===== config.mk =====
export PLATFORM = sky130hd
export DESIGN_NAME = mems_dac_spi_master
export DESIGN_NICKNAME = d
export VERILOG_FILES = /design/src/rtl/mems_dac_spi_master.sv
export SDC_FILE = /design/constraint.sdc
export NUM_CORES = 1
export LEC_CHECK = 0
export BUFFER_PORTS_ARGS = -buffer_cell sky130_fd_sc_hd__clkbuf_2
export CORE_MARGIN = 1
export CORE_UTILIZATION = 55
export DETAILED_ROUTE_END_ITERATION = 16
export PLACE_DENSITY = 0.78
export RECOVER_POWER = 25
export SKIP_LAST_GASP = 1
export SLEW_MARGIN = 25
export SYNTH_ARGS = -nofsm -noshare
export SYNTH_HDL_FRONTEND = slang
export SYNTH_SLANG_ARGS = --single-unit

===== constraint.sdc =====
create_clock -name clk -period 2.65 [get_ports clk]
set_input_delay 0.1325 -clock clk [delete_from_list [all_inputs] [get_ports clk]]
set_output_delay 0.1325 -clock clk [all_outputs]
set_load 0.01 [all_outputs]

===== src/rtl/mems_dac_spi_master.sv =====
// mems_dac_spi_master
// Write-only 24-bit SPI master for the MEMS mirror DAC. It accepts one command
// word per start pulse while idle and shifts it out MSB-first inside a SYNC
// frame: SETUP, 24 SCLK periods (low phase first, DAC samples on the falling
// edge), HOLD, then a quiet GAP before busy drops and done pulses.
// All outputs are registered and move on the same edge as the state.

module mems_dac_spi_master #(
    parameter int CLK_DIV    = 2,   // clk cycles per SCLK half-period
    parameter int GAP_CYCLES = 4    // clk cycles of sync_n high before busy drops
) (
    input  logic        clk,
    input  logic        rst,
    input  logic        start,
    input  logic [23:0] data_in,
    output logic        busy,
    output logic        done,
    output logic        sclk,
    output logic        mosi,
    output logic        sync_n
);

    // The one counter times SETUP/SHIFT/HOLD half-periods and the GAP, so it
    // is sized for the larger of the two reload values. It always reloads.
    localparam int MAX_CNT = (CLK_DIV > GAP_CYCLES) ? CLK_DIV : GAP_CYCLES;
    localparam int CNT_W   = $clog2(MAX_CNT) + 1;

    localparam logic [CNT_W-1:0] DIV_LOAD = CNT_W'(CLK_DIV - 1);
    localparam logic [CNT_W-1:0] GAP_LOAD = CNT_W'(GAP_CYCLES - 1);
    localparam logic [CNT_W-1:0] CNT_ONE  = CNT_W'(1);

    localparam logic [2:0] ST_IDLE  = 3'd0;
    localparam logic [2:0] ST_SETUP = 3'd1;
    localparam logic [2:0] ST_SHIFT = 3'd2;
    localparam logic [2:0] ST_HOLD  = 3'd3;
    localparam logic [2:0] ST_GAP   = 3'd4;

    logic [2:0]       state,   state_d;
    logic [CNT_W-1:0] cnt,     cnt_d;
    logic [4:0]       bit_cnt, bit_cnt_d;

    // Bits still waiting to go out after the one currently on mosi. Bit 22 of
    // this register is always the next bit to present.
    logic [22:0]      pend,    pend_d;

    logic busy_d, done_d, sclk_d, mosi_d, sync_n_d;

    // Next-state and next-output decode for the framing FSM.
    always_comb begin
        state_d   = state;
        cnt_d     = cnt;
        bit_cnt_d = bit_cnt;
        pend_d    = pend;
        busy_d    = busy;
        done_d    = 1'b0;
        sclk_d    = sclk;
        mosi_d    = mosi;
        sync_n_d  = sync_n;

        case (state)
            ST_IDLE: begin
                busy_d   = 1'b0;
                sclk_d   = 1'b1;
                mosi_d   = 1'b0;
                sync_n_d = 1'b1;
                cnt_d    = '0;
                if (start) begin
                    // Capture the whole word now; data_in is ignored from here on.
                    state_d   = ST_SETUP;
                    cnt_d     = DIV_LOAD;
                    bit_cnt_d = 5'd23;
                    pend_d    = data_in[22:0];
                    mosi_d    = data_in[23];
                    busy_d    = 1'b1;
                    sync_n_d  = 1'b0;
                end
            end

            ST_SETUP: begin
                if (cnt != '0) begin
                    cnt_d = cnt - CNT_ONE;
                end else begin
                    // First falling edge: DAC samples bit 23.
                    state_d = ST_SHIFT;
                    cnt_d   = DIV_LOAD;
                    sclk_d  = 1'b0;
                end
            end

            ST_SHIFT: begin
                if (cnt != '0) begin
                    cnt_d = cnt - CNT_ONE;
                end else if (!sclk) begin
                    // End of low phase: rise SCLK and present the next bit, so
                    // mosi is settled long before the next falling edge. Bit 0
                    // stays on the line through HOLD.
                    sclk_d = 1'b1;
                    cnt_d  = DIV_LOAD;
                    if (bit_cnt != 5'd0) begin
                        mosi_d = pend[22];
                        pend_d = {pend[21:0], 1'b0};
                    end
                end else if (bit_cnt == 5'd0) begin
                    // High phase of bit 0 finished: frame data complete.
                    state_d = ST_HOLD;
                    cnt_d   = DIV_LOAD;
                end else begin
                    // End of high phase: falling edge starts the next bit period.
                    bit_cnt_d = bit_cnt - 5'd1;
                    sclk_d    = 1'b0;
                    cnt_d     = DIV_LOAD;
                end
            end

            ST_HOLD: begin
                if (cnt != '0) begin
                    cnt_d = cnt - CNT_ONE;
                end else begin
                    state_d  = ST_GAP;
                    cnt_d    = GAP_LOAD;
                    sync_n_d = 1'b1;
                    mosi_d   = 1'b0;
                end
            end

            ST_GAP: begin
                if (cnt != '0) begin
                    cnt_d = cnt - CNT_ONE;
                end else begin
                    // busy falls and done pulses together; a start on this
                    // cycle is accepted because state is already IDLE.
                    state_d = ST_IDLE;
                    cnt_d   = '0;
                    busy_d  = 1'b0;
                    done_d  = 1'b1;
                end
            end

            default: begin
                state_d  = ST_IDLE;
                cnt_d    = '0;
                busy_d   = 1'b0;
                sclk_d   = 1'b1;
                mosi_d   = 1'b0;
                sync_n_d = 1'b1;
            end
        endcase
    end

    // Control state and SPI pins; reset drops the frame immediately with no done.
    always_ff @(posedge clk) begin
        if (rst) begin
            state   <= ST_IDLE;
            cnt     <= '0;
            bit_cnt <= 5'd0;
            busy    <= 1'b0;
            done    <= 1'b0;
            sclk    <= 1'b1;
            mosi    <= 1'b0;
            sync_n  <= 1'b1;
        end else begin
            state   <= state_d;
            cnt     <= cnt_d;
            bit_cnt <= bit_cnt_d;
            busy    <= busy_d;
            done    <= done_d;
            sclk    <= sclk_d;
            mosi    <= mosi_d;
            sync_n  <= sync_n_d;
        end
    end

    // Pending-bit register; pure data, reloaded on every accepted start.
    always_ff @(posedge clk) begin
        pend <= pend_d;
    end

endmodule

# Yosys cells after proc, flatten, opt, wreduce, memory -nomap -nowiden
# Index checks and enable logic that the tools add are counted.
[totals] register_bits=39 in_bits=27 output_inout_bits=5 wordCells=87
[op_classes] n_addsub=2 eq_ne=14 mux=39 bitwise_logic=5 reduce_logical=18
[op_table] cell="$mux 23" n=4
[op_table] cell="$pmux 23 s2" n=1
[op_table] cell="$mux 3" n=10
[op_table] cell="$mux 5" n=4
[op_table] cell="$ne 2x2->1 const B" n=10
[op_table] cell="$pmux 3 s5" n=1
[op_table] cell="$reduce_and 5->1" n=3
[op_table] cell="$mux 1" n=13
[op_table] cell="$pmux 3 s4" n=1
[op_table] cell="$pmux 5 s2" n=1
[op_table] cell="$pmux 1 s3" n=3
[op_table] cell="$reduce_or 2->1" n=4
[op_table] cell="$reduce_and 7->1" n=1
[op_table] cell="$eq 3x2->1 const B" n=2
[op_table] cell="$reduce_or 3->1" n=2
[op_table] cell="$logic_not 5->1" n=1
[op_table] cell="$not 1->1" n=5
[op_table] cell="$reduce_bool 5->1" n=1
[op_table] cell="$sub 5x1->5 const B" n=1
[op_table] cell="$pmux 1 s4" n=1
[op_table] cell="$reduce_and 2->1" n=2
[op_table] cell="$eq 3x1->1 const B" n=1
[op_table] cell="$eq 3x3->1 const B" n=1
[op_table] cell="$logic_not 3->1" n=1
[op_table] cell="4 further kinds" n=4

# Longest topological paths before layout
# Gate-level depths: netlist of the first run.
[logic_depth] word_depth=5 ltp_mapped=8 depth_no_buf=7

# Worst setup path before layout of the first run
# Ideal clock, no wire load.
[synth_timing] kind="register to register" startpoint="register cnt[1]" endpoint="register pend[0], enable pin" setup_time_ps=381 arrival_ps=1846 required_time_ps=2269 path_slack_ps=423 stages_incl_launch_ff=8 path_buffers=1 period_less_slack_ps=2227 cell_sequence="dfxtp_1 -> or2_2 -> inv_1 -> ha_1 -> buf_2 -> nand2_1 -> nor3_1 -> o21a_1"
[synth_between] elab_chain_cells=3
[synth_rtl] element="start, declared" line="39" text="logic [CNT_W-1:0] cnt, cnt_d;"
[synth_rtl] element="start signal, assigned" line="163" text="cnt <= cnt_d;"
[synth_rtl] element="$reduce_bool 3->1" line="91" text="if (cnt != '0) begin"
[synth_rtl] element="$ne 2x2->1 (no source line)"
[synth_rtl] element="$reduce_and 5->1 (no source line)"
[synth_rtl] element="end signal, assigned" line="175" text="pend <= pend_d;"
[synth_rtl] element="end, declared" line="44" text="logic [22:0] pend, pend_d;"
# Every way passes these cells.
# A chain may end at the register's enable or synchronous reset.

# Worst setup path after layout of the first run
[layout_timing] startpoint="register state[1]" endpoint="register pend[5], data pin"
[layout_between] elab_chain_cells=2 word_cells_on_any_way=3 cone_classes="1 x eq/ne; 1 x mux; 1 x reduce/logical"
[layout_rtl] element="start, declared" line="38" text="logic [2:0] state, state_d;"
[layout_rtl] element="start signal, assigned" line="162" text="state <= state_d;"
[layout_rtl] element="$eq 3x2->1 or $logic_not 3->1 (tied branches)" line="60" text="case (state)"
[layout_rtl] element="$pmux 23 s2 (*)" line="60"
[layout_rtl] element="net pend_d[5]" line="44"
# The timed path passes the listed nets; every way through them passes the cells marked *.

==> out/results.tsv, run 1 <==
stage	metric	value	unit
yosys	syn_area	1890	sq um
cells_and_area	finalNetCount	219	
sta	finalCritPeriodShare	84.3	%
yosys	seq_area_frac_synth	53.5	%
power	power_density	752	nW/um^2
routing	avgViaCountPerCell	5.53	
floorplanning	core_area	3150	sq um
grt	antenna_found_initial	0	
grt	track_usage	21.0	%
routing	dr.pass1.iters	4	
run	drv_cap	0	
grt	overflow	0	
yosys	ys_warn_count	0	
yosys	yosysUniqueCellTypes	47	
clock_network	cts.sinks	39	
sta	finalSetupViolCount	0	
yosys	synth_top_cell_by_area	edfxtp_1	
clock_network	cts_buffer_depth	2	
yosys	synth_nets	187	
routing	totalWireLength	3240	um
sta	finClkSkew	0.00608	ns
clock_network	cts_buffers	5	
setup_path	cp-end-kind	flop	
clock_network	htreeDepth	2	
sta	fin_tns_setup	0	ns
placed_design	place_hpwl	2270	um
routing	routedWlPerCell	13.8	um
sta	rsz0062_at_grt	false	
setup_path	critical-path-slowest-cell	dfxtp_1	
placed_design	portBuffers	31	
setup_path	crit_path_max_fanout	25	
yosys	yosys-top-cells-count	23 x edfxtp_1, 22 x mux2_2, 16 x dfxtp_1	
grt	grt_pass1_wl	5470	um
setup_path	crit_type	flop to flop	
sta	tightest_slew	0.575	ns
floorplanning	io_pins	32	
worst_hold_path	hold_path_class	primary input to flop	
yosys	synth_cells	157	
setup_path	arrival	2.35	ns
routing	drt_iter0_markers	84	
floorplanning	die-area	3670	sq um
sta	finalHoldViolCount	0	
setup_path	start_kind	flop	
yosys	synth_top_area_share	36.6	%
yosys	netlist_top_cells_area	edfxtp_1 37%, dfxtp_1 17%, mux2_2 13%	
cells_and_area	n_antenna_cell	0	
floorplanning	start_util	59.9	%
cells_and_area	final_area	2120	sq um
routing	ant_nets	0	
grt	grt_pass1_vias	1158	
grt	grt_max_degree	26	
cells_and_area	num-fill-cells	249	
yosys	async_flop_share	0	%
outcome	status	completed	
cells_and_area	layout-drive-gt1-share	33.2	%
setup_path	cpPeakStageDelay	0.63	ns
floorplanning	die_y	60.6	um
cells_and_area	syn_to_final_growth	12.3	%
clock_network	post_cts_buffers	0	
power	p_leak	0.811	nW
power	vdd_drop_max	0.471	mV
setup_path	required	2.76	ns
setup_path	crit_family	buffers and inverters	
floorplanning	rows	20	
clock_network	cts-root-buf	clkbuf_4	
sta	max_freq	0.448	GHz
clock_network	ctsResizeCount	0	
sta	final_max_slew_viol_count	0	
routing	drc	0	
setup_path	critical_path_buf_inv_count	2	
yosys	yosysMostFrequentCell	edfxtp_1	
clock_network	cts_tree	done	
clock_network	clock_latency	0.35	ns
floorplanning	dieWidth	60.6	um
sta	period_needed	2.23	ns
clock_network	ctsHoldBuffers	0	
clock_network	clkTransAtPathRegs	0.11	ns
placed_design	place_area	2070	sq um
routing	num_vias	1295	
yosys	synth-edff-count	23	
yosys	synth_ff_type	edfxtp_1	
setup_path	worstPathCellList	inv_1 -> nor3_4 -> clkbuf_2 -> mux2_2	
yosys	ys_ff_latch	39	
yosys	syn_avg_cell_area	12.0	sq um
placed_design	place.gp.congestion	0.799	
setup_path	reg2reg_setup_slack	0.42	ns
sta	relSlewSlack	61.6	%
## state kept, by name, summed over array words and instances (netlist names)
signal / cells
pend: 23
bit_cnt: 5
cnt: 3
state: 3
busy: 1
done: 1
mosi: 1
sclk: 1
sync_n: 1
## cells by family (layout without fill, tap and decap cells)
family	after synthesis	after routing	share of synthesized area [%]
adders and majority gates	3	3	1.99
and+or+nand+nor	44	44	14.6
muxes	23	23	13.6
buffers and inverters	14	47	3.71
DFF	39	39	53.5
AOI/OAI and AO/OA	32	32	11.6
xor gates and xnor gates	2	2	0.927
## where the power goes
group / internal (W) / switching, W
Clock: 0.000126 / 0.000195
Sequential: 0.000772 / 0.0000746
Combinational: 0.000205 / 0.000222
## path summary, 6_finish.rpt
kind / start / cells past startpoint / end
max: state[1]$_SDFFE_PP0P_ / 4 / pend[5]$_DFFE_PP_
min: data_in[0] / 2 / pend[0]$_SDFFCE_PN0P_
max reg2reg: state[1]$_SDFFE_PP0P_ / 4 / pend[5]$_DFFE_PP_
min reg2reg: busy$_SDFFE_PP0P_ / 2 / busy$_SDFFE_PP0P_
## per-stage QoR
stage          instances  power [W]  util [%]  hold slack, ns  worst slack (ns)
2_1_floorplan        157    0.00119         -           0.234             0.423
3_3_place_gp         226    0.00127      65.6           0.422             0.572
3_5_place_dp         226    0.00129      65.6           0.432             0.477
4_1_cts              234    0.00161      67.5          0.0565             0.464
5_1_grt              234    0.00169      67.3          0.0577             0.228
6_report             234    0.00160      67.3          0.0685             0.416
## routing by layer
layer  up-vias  global-route usage [%]  wire, um
met5         -                       0         0
met4         0                    8.77        57
met3         7                    7.46       166
met2        37                    32.7      1550
li1        645                       -         -
met1       606                    26.9      1460
## cells in the final DEF, fill, tap and decap left out, types with 4 or more instances in the layout
| master | instances |
|---|---|
| a21oi_1 | 8 |
| clkbuf_1 | 5 |
| clkbuf_2 | 27 |
| clkbuf_4 | 5 |
| dfxtp_1 | 16 |
| edfxtp_1 | 23 |
| inv_1 | 6 |
| mux2_2 | 22 |
| nand2_1 | 4 |
| nand2b_1 | 5 |
| nor2_1 | 11 |
## cell type report
class                      count  area [sq um]  area share (%)
multi-input combinational    104           808            38.1
timing repair buffer          33           161            7.61
inverter                       6          22.5            1.06
sequential                    39          1010            47.7
clock buffer                   6          51.3            2.42
clock inverter                 2          11.3           0.531
tap                           44          55.1            2.60
No activity file was read; power rests on OpenSTA's default activity.
==> inputs of run 2 (changes only) <==
--- a/config.mk
+++ b/config.mk
@@ -7,9 +7,9 @@
 export LEC_CHECK = 0
 export BUFFER_PORTS_ARGS = -buffer_cell sky130_fd_sc_hd__clkbuf_2
 export CORE_MARGIN = 1
-export CORE_UTILIZATION = 55
+export CORE_UTILIZATION = 50
 export DETAILED_ROUTE_END_ITERATION = 16
-export PLACE_DENSITY = 0.78
+export PLACE_DENSITY = 0.75
 export RECOVER_POWER = 25
 export SKIP_LAST_GASP = 1
 export SLEW_MARGIN = 25
==> constraint.sdc (replaced) <==
create_clock -name clk -period 1.8 [get_ports clk]
set_input_delay 0.09 -clock clk [delete_from_list [all_inputs] [get_ports clk]]
set_output_delay 0.09 -clock clk [all_outputs]
set_load 0.01 [all_outputs]
==> out/results.tsv, run 2 (synthesized netlist as in run 1, its figures left out) <==
stage	metric	value	unit	change
outcome	status	completed		unchanged
floorplanning	core_area	3470	sq um	was 3150 sq um
grt	met2_usage	31.4	%	was 32.7%
sta	period_needed	1.79	ns	was 2.23 ns
cells_and_area	syn_to_final_growth	28.9	%	was 12.3%
cells_and_area	stdcell_count	253		was 234
grt	grt_use_met1	24.2	%	was 26.9%
cells_and_area	final_common_cell	clkbuf_2		unchanged
grt	track_usage	19.6	%	was 21.0%
placed_design	place_hpwl	2480	um	was 2270 um
power	power	0.00279	W	was 0.00160 W
clock_network	cts_tree	done		unchanged
sta	whs	0.0984	ns	was 0.0685 ns
setup_path	critical_path_buf_inv_count	2		unchanged
sta	finalSetupViolCount	0		unchanged
cells_and_area	largest_reg_flops	23		unchanged
sta	rsz0062_at_grt	true		was false
clock_network	cts.sinks	39		unchanged
sta	final_max_slew_viol_count	0		unchanged
power	power_density	1150	nW/um^2	was 752 nW/um^2
grt	grt_max_degree	26		unchanged
setup_path	crit_family	simple AND/OR/NAND/NOR gates		was buffers and inverters
cells_and_area	finalNetCount	236		was 219
floorplanning	io_pins	32		unchanged
power	vdd_drop_max	0.581	mV	was 0.471 mV
placed_design	dp.cells	237		was 226
cells_and_area	num-fill-cells	273		was 249
clock_network	clkTransAtPathRegs	0.08	ns	was 0.11 ns
placed_design	portBuffers	31		unchanged
routing	drt_iter0_markers	70		was 84
sta	finalHoldViolCount	0		unchanged
floorplanning	start_util	54.5	%	was 59.9%
run	drv_cap	0		unchanged
setup_path	arrival	1.81	ns	was 2.35 ns
floorplanning	die-area	4030	sq um	was 3670 sq um
power	p_leak	0.959	nW	was 0.811 nW
cells_and_area	largest-register	pend		unchanged
cells_and_area	layout_common_cells	27 x clkbuf_2, 23 x edfxtp_1, 22 x mux2_2		unchanged
clock_network	htreeDepth	2		unchanged
cells_and_area	multiInputGateArea	881	sq um	was 808 sq um
setup_path	crit_type	flop to flop		unchanged
routing	totalWireLength	3740	um	was 3240 um
routing	avgViaCountPerCell	5.51		was 5.53
sta	max_freq	0.557	GHz	was 0.448 GHz
grt	overflow	0		unchanged
floorplanning	die_y	63.5	um	was 60.6 um
routing	num_vias	1394		was 1,295
clock_network	cts_buffers	5		unchanged
clock_network	clock_latency	0.29	ns	was 0.35 ns
floorplanning	dieWidth	63.5	um	was 60.6 um
placed_design	place.gp.congestion	0.808		was 0.799
worst_hold_path	hold_path_class	primary input to flop		unchanged
cells_and_area	ff_latch_area	1020	sq um	was 1010 sq um
grt	use_met3	6.34	%	was 7.46%
setup_path	required	1.82	ns	was 2.76 ns
clock_network	cts_buffer_depth	2		unchanged
sta	finalCritPeriodShare	99.7	%	was 84.3%
grt	grt_most_used_layer	met2		unchanged
setup_path	cpPeakStageDelay	0.32	ns	was 0.63 ns
setup_path	crit_path_max_fanout	7		was 25
sta	finClkSkew	0.00971	ns	was 0.00608 ns
cells_and_area	largestRegisters	pend (23), bit_cnt (5)		unchanged
routing	drc	0		unchanged
cells_and_area	layout-drive-gt1-share	45.9	%	was 33.2%
clock_network	ctsHoldBuffers	0		unchanged
clock_network	cts-root-buf	clkbuf_8		was clkbuf_4
routing	routedWlPerCell	14.8	um	was 13.8 um
setup_path	start_kind	flop		unchanged
routing	dr.pass1.iters	4		unchanged
setup_path	worstPathCellList	or2_4 -> inv_4 -> ha_4 -> nand2_4 -> nor3_4 -> o21a_4 -> bufbuf_16		was inv_1 -> nor3_4 -> clkbuf_2 -> mux2_2
routing	ant_nets	0		unchanged
cells_and_area	n_antenna_cell	0		unchanged
grt	antenna_found_initial	0		unchanged
setup_path	reg2reg_setup_slack	0.005	ns	was 0.42 ns
sta	tightest_slew	0.511	ns	was 0.575 ns
cells_and_area	final_util	70.2	%	was 67.3%
setup_path	critical-path-slowest-cell	dfxtp_2		was dfxtp_1
setup_path	cp-end-kind	flop		unchanged
sta	fin_tns_setup	0	ns	unchanged
floorplanning	rows	21		was 20
sta	relSlewSlack	65.8	%	was 61.6%
grt	grt_pass1_vias	1366		was 1,158
grt	grt_pass1_wl	6070	um	was 5470 um
## run 2: changes by cell type in the layout (fill, tap and decap cells not counted), moves of 4 or more
cell / before / now
buf_12: 0 / 4
clkbuf_8: 1 / 5
dfxtp_2: 0 / 4
buf_4: 1 / 13
dfxtp_1: 16 / 12
clkbuf_4: 5 / 0
## run 2: timing repair
item,CTS,global route
cloned,1,0
pin swaps,3,6
setup endpoints to repair,18,26
gates resized for setup,10,10
buffers inserted,6,2
## run 2: final cells by class
cell class                 instances  area share, %
sequential                        39           41.7
multi-input combinational        104           36.2
timing repair buffer              50           15.3
clock buffer                       6           2.98
tap                               46           2.36
inverter                           6           1.03
clock inverter                     2          0.514
## run 2: per-layer routing
metal  vias up  routed length, um
met3         9                170
met1       659               1580
met2        42               1900
li1        684                  -
met5         -                  0
met4         0                 85
## run 2: path summary, 6_finish.rpt
path                                   startpoint            endpoint  depth (start not counted)
worst max-delay path            cnt[1]$_SDFF_PP0_  pend[11]$_DFFE_PP_                          7
worst min-delay path                  data_in[18]  pend[18]$_DFFE_PP_                          2
worst max register to register  cnt[1]$_SDFF_PP0_  pend[11]$_DFFE_PP_                          7
worst min register to register  busy$_SDFFE_PP0P_   busy$_SDFFE_PP0P_                          2
## run 2: through the flow
| step | setup WS, ns | area, sq um |
|---|---|---|
| 2_1_floorplan | 0.0340 | 1900 |
| 3_3_place_gp | 0.0262 | 2190 |
| 3_5_place_dp | -0.0532 | 2190 |
| 4_1_cts | -0.0104 | 2400 |
| 5_1_grt | -0.0750 | 2440 |
| 6_report | 0.00511 | 2440 |
## run 2: power breakdown
part	leakage, nW	internal, W	switching [W]
logic	0.566	0.000538	0.000437
clock network	0.0412	0.000271	0.000304
registers	0.352	0.00114	0.000102
## run 2: worst reg2reg max path: cells and delay by family (launching register included)
kind,cells,cell delay [ns]
buf+inv,2,0.33
simple gates,3,0.54
fa+ha+maj,1,0.16
compound gates,1,0.17
flops,1,0.32
==> inputs of run 3 (changes only) <==
--- a/config.mk
+++ b/config.mk
@@ -5,7 +5,8 @@
 export SDC_FILE = /design/constraint.sdc
 export NUM_CORES = 1
 export LEC_CHECK = 0
-export BUFFER_PORTS_ARGS = -buffer_cell sky130_fd_sc_hd__clkbuf_2
+export ABC_AREA = 1
+export BUFFER_PORTS_ARGS = -buffer_cell sky130_fd_sc_hd__buf_2
 export CORE_MARGIN = 1
 export CORE_UTILIZATION = 50
 export DETAILED_ROUTE_END_ITERATION = 16
==> out/results.tsv, run 3 <==
stage	metric	value	unit	change
outcome	status	completed		unchanged
power	vdd_drop_max	0.632	mV	was 0.581 mV
power	p_leak	1.13	nW	was 0.959 nW
routing	totalWireLength	3740	um	about the same
setup_path	reg2reg_setup_slack	0.14	ns	was 0.005 ns
yosys	syn_avg_cell_area	7.59	sq um	was 12.0 sq um
cells_and_area	largestRegisters	pend (23), bit_cnt (5)		unchanged
yosys	async_flop_share	0	%	unchanged
sta	finalCritPeriodShare	91.9	%	was 99.7%
grt	grt_pass1_wl	6270	um	was 6070 um
power	clkPwrFrac	14.9	%	was 20.6%
setup_path	crit_top_cell	nand3_2		
power	swShare	39.6	%	was 30.2%
clock_network	cts_tree	done		unchanged
routing	dr.pass1.iters	4		unchanged
setup_path	start_kind	flop		unchanged
sta	max_freq	0.604	GHz	was 0.557 GHz
clock_network	ctsResizeCount	0		was 10
yosys	synth_cells	258		was 157
floorplanning	io_pins	32		unchanged
grt	track_usage	20.3	%	was 19.6%
yosys	yosysMostFrequentCell	nand2_1		was edfxtp_1
setup_path	cpPeakStageDelay	0.31	ns	was 0.32 ns
grt	grt_max_degree	24		was 26
setup_path	critical-path-slowest-cell	dfxtp_1		was dfxtp_2
sta	fin_tns_setup	0	ns	unchanged
yosys	yosysUniqueCellTypes	25		was 47
routing	drt_iter0_markers	87		was 70
power	power_density	1670	nW/um^2	was 1150 nW/um^2
yosys	ys_warn_count	0		unchanged
clock_network	cts.sinks	39		unchanged
yosys	syn_area	1960	sq um	was 1890 sq um
routing	routedWlPerCell	10.9	um	was 14.8 um
yosys	netlist_top_cells_area	edfxtp_1 35%, nand2_1 21%, dfxtp_1 16%		was edfxtp_1 37%, dfxtp_1 17%, mux2_2 13%
sta	whs	0.0255	ns	was 0.0984 ns
cells_and_area	finalNetCount	323		was 236
cells_and_area	stdcell_count	342		was 253
floorplanning	core_area	3720	sq um	was 3470 sq um
grt	grt_pass1_vias	1449		was 1,366
sta	finClkSkew	0.00550	ns	was 0.00971 ns
cells_and_area	layout-drive-gt1-share	19.0	%	was 45.9%
floorplanning	dieWidth	64.6	um	was 63.5 um
routing	drc	0		unchanged
placed_design	place_hpwl	2780	um	was 2480 um
cells_and_area	final_common_cell	nand2_1		was clkbuf_2
clock_network	clock_latency	0.29	ns	about the same
clock_network	ctsHoldBuffers	0		unchanged
routing	ant_nets	0		unchanged
placed_design	place_area	2210	sq um	was 2190 sq um
setup_path	required	1.80	ns	was 1.82 ns
sta	relSlewSlack	73.3	%	was 65.8%
power	power_frac_comb	42.0	%	was 34.9%
yosys	synth_nets	288		was 187
floorplanning	start_util	52.7	%	was 54.5%
clock_network	clkTransAtPathRegs	0.07	ns	was 0.08 ns
setup_path	r2r_cells	8		was 7
routing	num_vias	1624		was 1,394
clock_network	cts-root-buf	clkbuf_8		unchanged
sta	final_max_slew_viol_count	0		unchanged
power	p_int	0.00231	W	was 0.00195 W
clock_network	post_cts_buffers	0		was 6
grt	antenna_found_initial	0		unchanged
cells_and_area	layout_common_cells	111 x nand2_1, 29 x nor2_1, 26 x buf_2		was 27 x clkbuf_2, 23 x edfxtp_1, 22 x mux2_2
placed_design	dp.cells	334		was 237
worst_hold_path	min_from	rst		was data_in[18]
setup_path	crit_type	flop to flop		unchanged
cells_and_area	n_antenna_cell	0		unchanged
routing	avgViaCountPerCell	4.75		was 5.51
setup_path	crit_path_max_fanout	23		was 7
sta	finalHoldViolCount	0		unchanged
yosys	synth_top_area_share	35.2	%	was 36.6%
setup_path	arrival	1.65	ns	was 1.81 ns
yosys	ys_ff_latch	39		unchanged
sta	finalSetupViolCount	0		unchanged
run	drv_cap	0		unchanged
floorplanning	die_y	64.6	um	was 63.5 um
yosys	yosys-top-cells-count	111 x nand2_1, 29 x nor2_1, 23 x edfxtp_1		was 23 x edfxtp_1, 22 x mux2_2, 16 x dfxtp_1
worst_hold_path	min_path_cells	2		unchanged
setup_path	cp-end-kind	flop		unchanged
grt	overflow	0		unchanged
setup_path	worstPathCellList	or2_4 -> inv_1 -> ha_4 -> inv_4 -> nand3_2 -> nand3_2 -> a21oi_4 -> buf_12		was or2_4 -> inv_4 -> ha_4 -> nand2_4 -> nor3_4 -> o21a_4 -> bufbuf_16
yosys	synth_ff_type	edfxtp_1		unchanged
power	seq_power_share	43.1	%	was 44.5%
worst_hold_path	hold_path_class	primary input to flop		unchanged
sta	period_needed	1.66	ns	was 1.79 ns
sta	rsz0062_at_grt	false		was true
cells_and_area	syn_to_final_growth	16.9	%	was 28.9%
setup_path	reg2reg_from	cnt[1]$_SDFF_PP0_		unchanged
yosys	synth-edff-count	23		unchanged
placed_design	portBuffers	31		unchanged
clock_network	cts_buffer_depth	2		unchanged
setup_path	reg2reg_to	pend[5]$_DFFE_PP_		was pend[11]$_DFFE_PP_
floorplanning	rows	22		was 21
worst_hold_path	min_to	state[2]$_SDFFE_PP0P_		was pend[18]$_DFFE_PP_
cells_and_area	final_util	61.6	%	was 70.2%
yosys	synth_top_cell_by_area	edfxtp_1		unchanged
placed_design	place.gp.congestion	0.890		was 0.808
clock_network	htreeDepth	2		unchanged
clock_network	cts_buffers	5		unchanged
yosys	seq_area_frac_synth	51.6	%	was 53.5%
floorplanning	die-area	4170	sq um	was 4030 sq um
cells_and_area	largest_reg_flops	23		unchanged
power	p_sw	0.00151	W	was 0.000842 W
cells_and_area	final_area	2290	sq um	was 2440 sq um
cells_and_area	largest-register	pend		unchanged
sta	tightest_slew	0.401	ns	was 0.511 ns
==> run 3: changes by cell type after synthesis, sizes merged, moves of 5 or more <==
| cell | change |
|---|---|
| inv | +20 |
| mux2 | -22 |
| nand2 | +110 |
| nand2b | -5 |
| nand3 | +19 |
| nor2 | +21 |
==> run 3: cell families (layout without fill, tap and decap cells) <==
logic type / count (synthesis) / count (layout) / synth area share, %
AOI/OAI and AO/OA: 11 / 11 / 2.81
xor gates and xnor gates: 1 / 1 / 0.447
adders and majority gates: 3 / 3 / 1.92
buffers and inverters: 33 / 69 / 6.70
DFF: 39 / 39 / 51.6
and+or+nand+nor: 171 / 171 / 36.5
==> run 3: critical path: cells and delay by family (launching register included) <==
kind | cells | cell delay [ns]
fa+ha+maj | 1 | 0.15
compound gates | 1 | 0.14
flops | 1 | 0.31
buf+inv | 3 | 0.32
simple gates | 3 | 0.43
==> run 3: layout make-up <==
cell class              count  area [sq um]
inverters                  27           104
repair buffers             34           181
well taps                  48          60.1
flip-flops and latches     39          1010
clock inverters             2          12.5
clock buffers               6          72.6
multi-input cells         186           848
fillers                   358          1430
==> run 3: how the worst max path moves through the flow <==
stage | startpoint | endpoint | slack [ns] | cells after the start
floorplan | state[2]$_SDFFE_PP0P_ | pend[0]$_SDFFCE_PN0P_ | 0.007 | 7
global placement | cnt[1]$_SDFF_PP0_ | pend[4]$_DFFE_PP_ | 0.21 | 8
detailed placement | cnt[1]$_SDFF_PP0_ | pend[3]$_DFFE_PP_ | 0.18 | 8
CTS | cnt[1]$_SDFF_PP0_ | pend[11]$_DFFE_PP_ | 0.17 | 8
global route | cnt[1]$_SDFF_PP0_ | pend[12]$_DFFE_PP_ | 0.04 | 8
finish | cnt[1]$_SDFF_PP0_ | pend[5]$_DFFE_PP_ | 0.14 | 8
==> run 3: power groups by stage <==
| stage | sequential [W] | combinational, W | clock (W) |
|---|---|---|---|
| finish | 0.00165 | 0.00161 | 0.000570 |
| floorplan | 0.00165 | 0.00122 | 0 |
| global placement | 0.00165 | 0.00162 | 0 |
| CTS | 0.00165 | 0.00164 | 0.000585 |
| detailed placement | 0.00167 | 0.00164 | 0 |
| global route | 0.00170 | 0.00182 | 0.000636 |
==> run 3: per-layer routing <==
metal / global-route usage (%) / vias up / routed length (um)
met1: 26.1 / 706 / 1790
met2: 31.8 / 31 / 1740
li1: - / 880 / -
met3: 5.46 / 7 / 147
met5: 0 / - / 0
met4: 8.89 / 0 / 59
==> run 3: through the flow <==
step	total power, W	setup slack (ns)
after floorplan	0.00287	0.00698
after global routing	0.00415	0.0392
after detailed placement	0.00331	0.182
final	0.00382	0.145
after CTS	0.00388	0.169
after global placement	0.00327	0.211
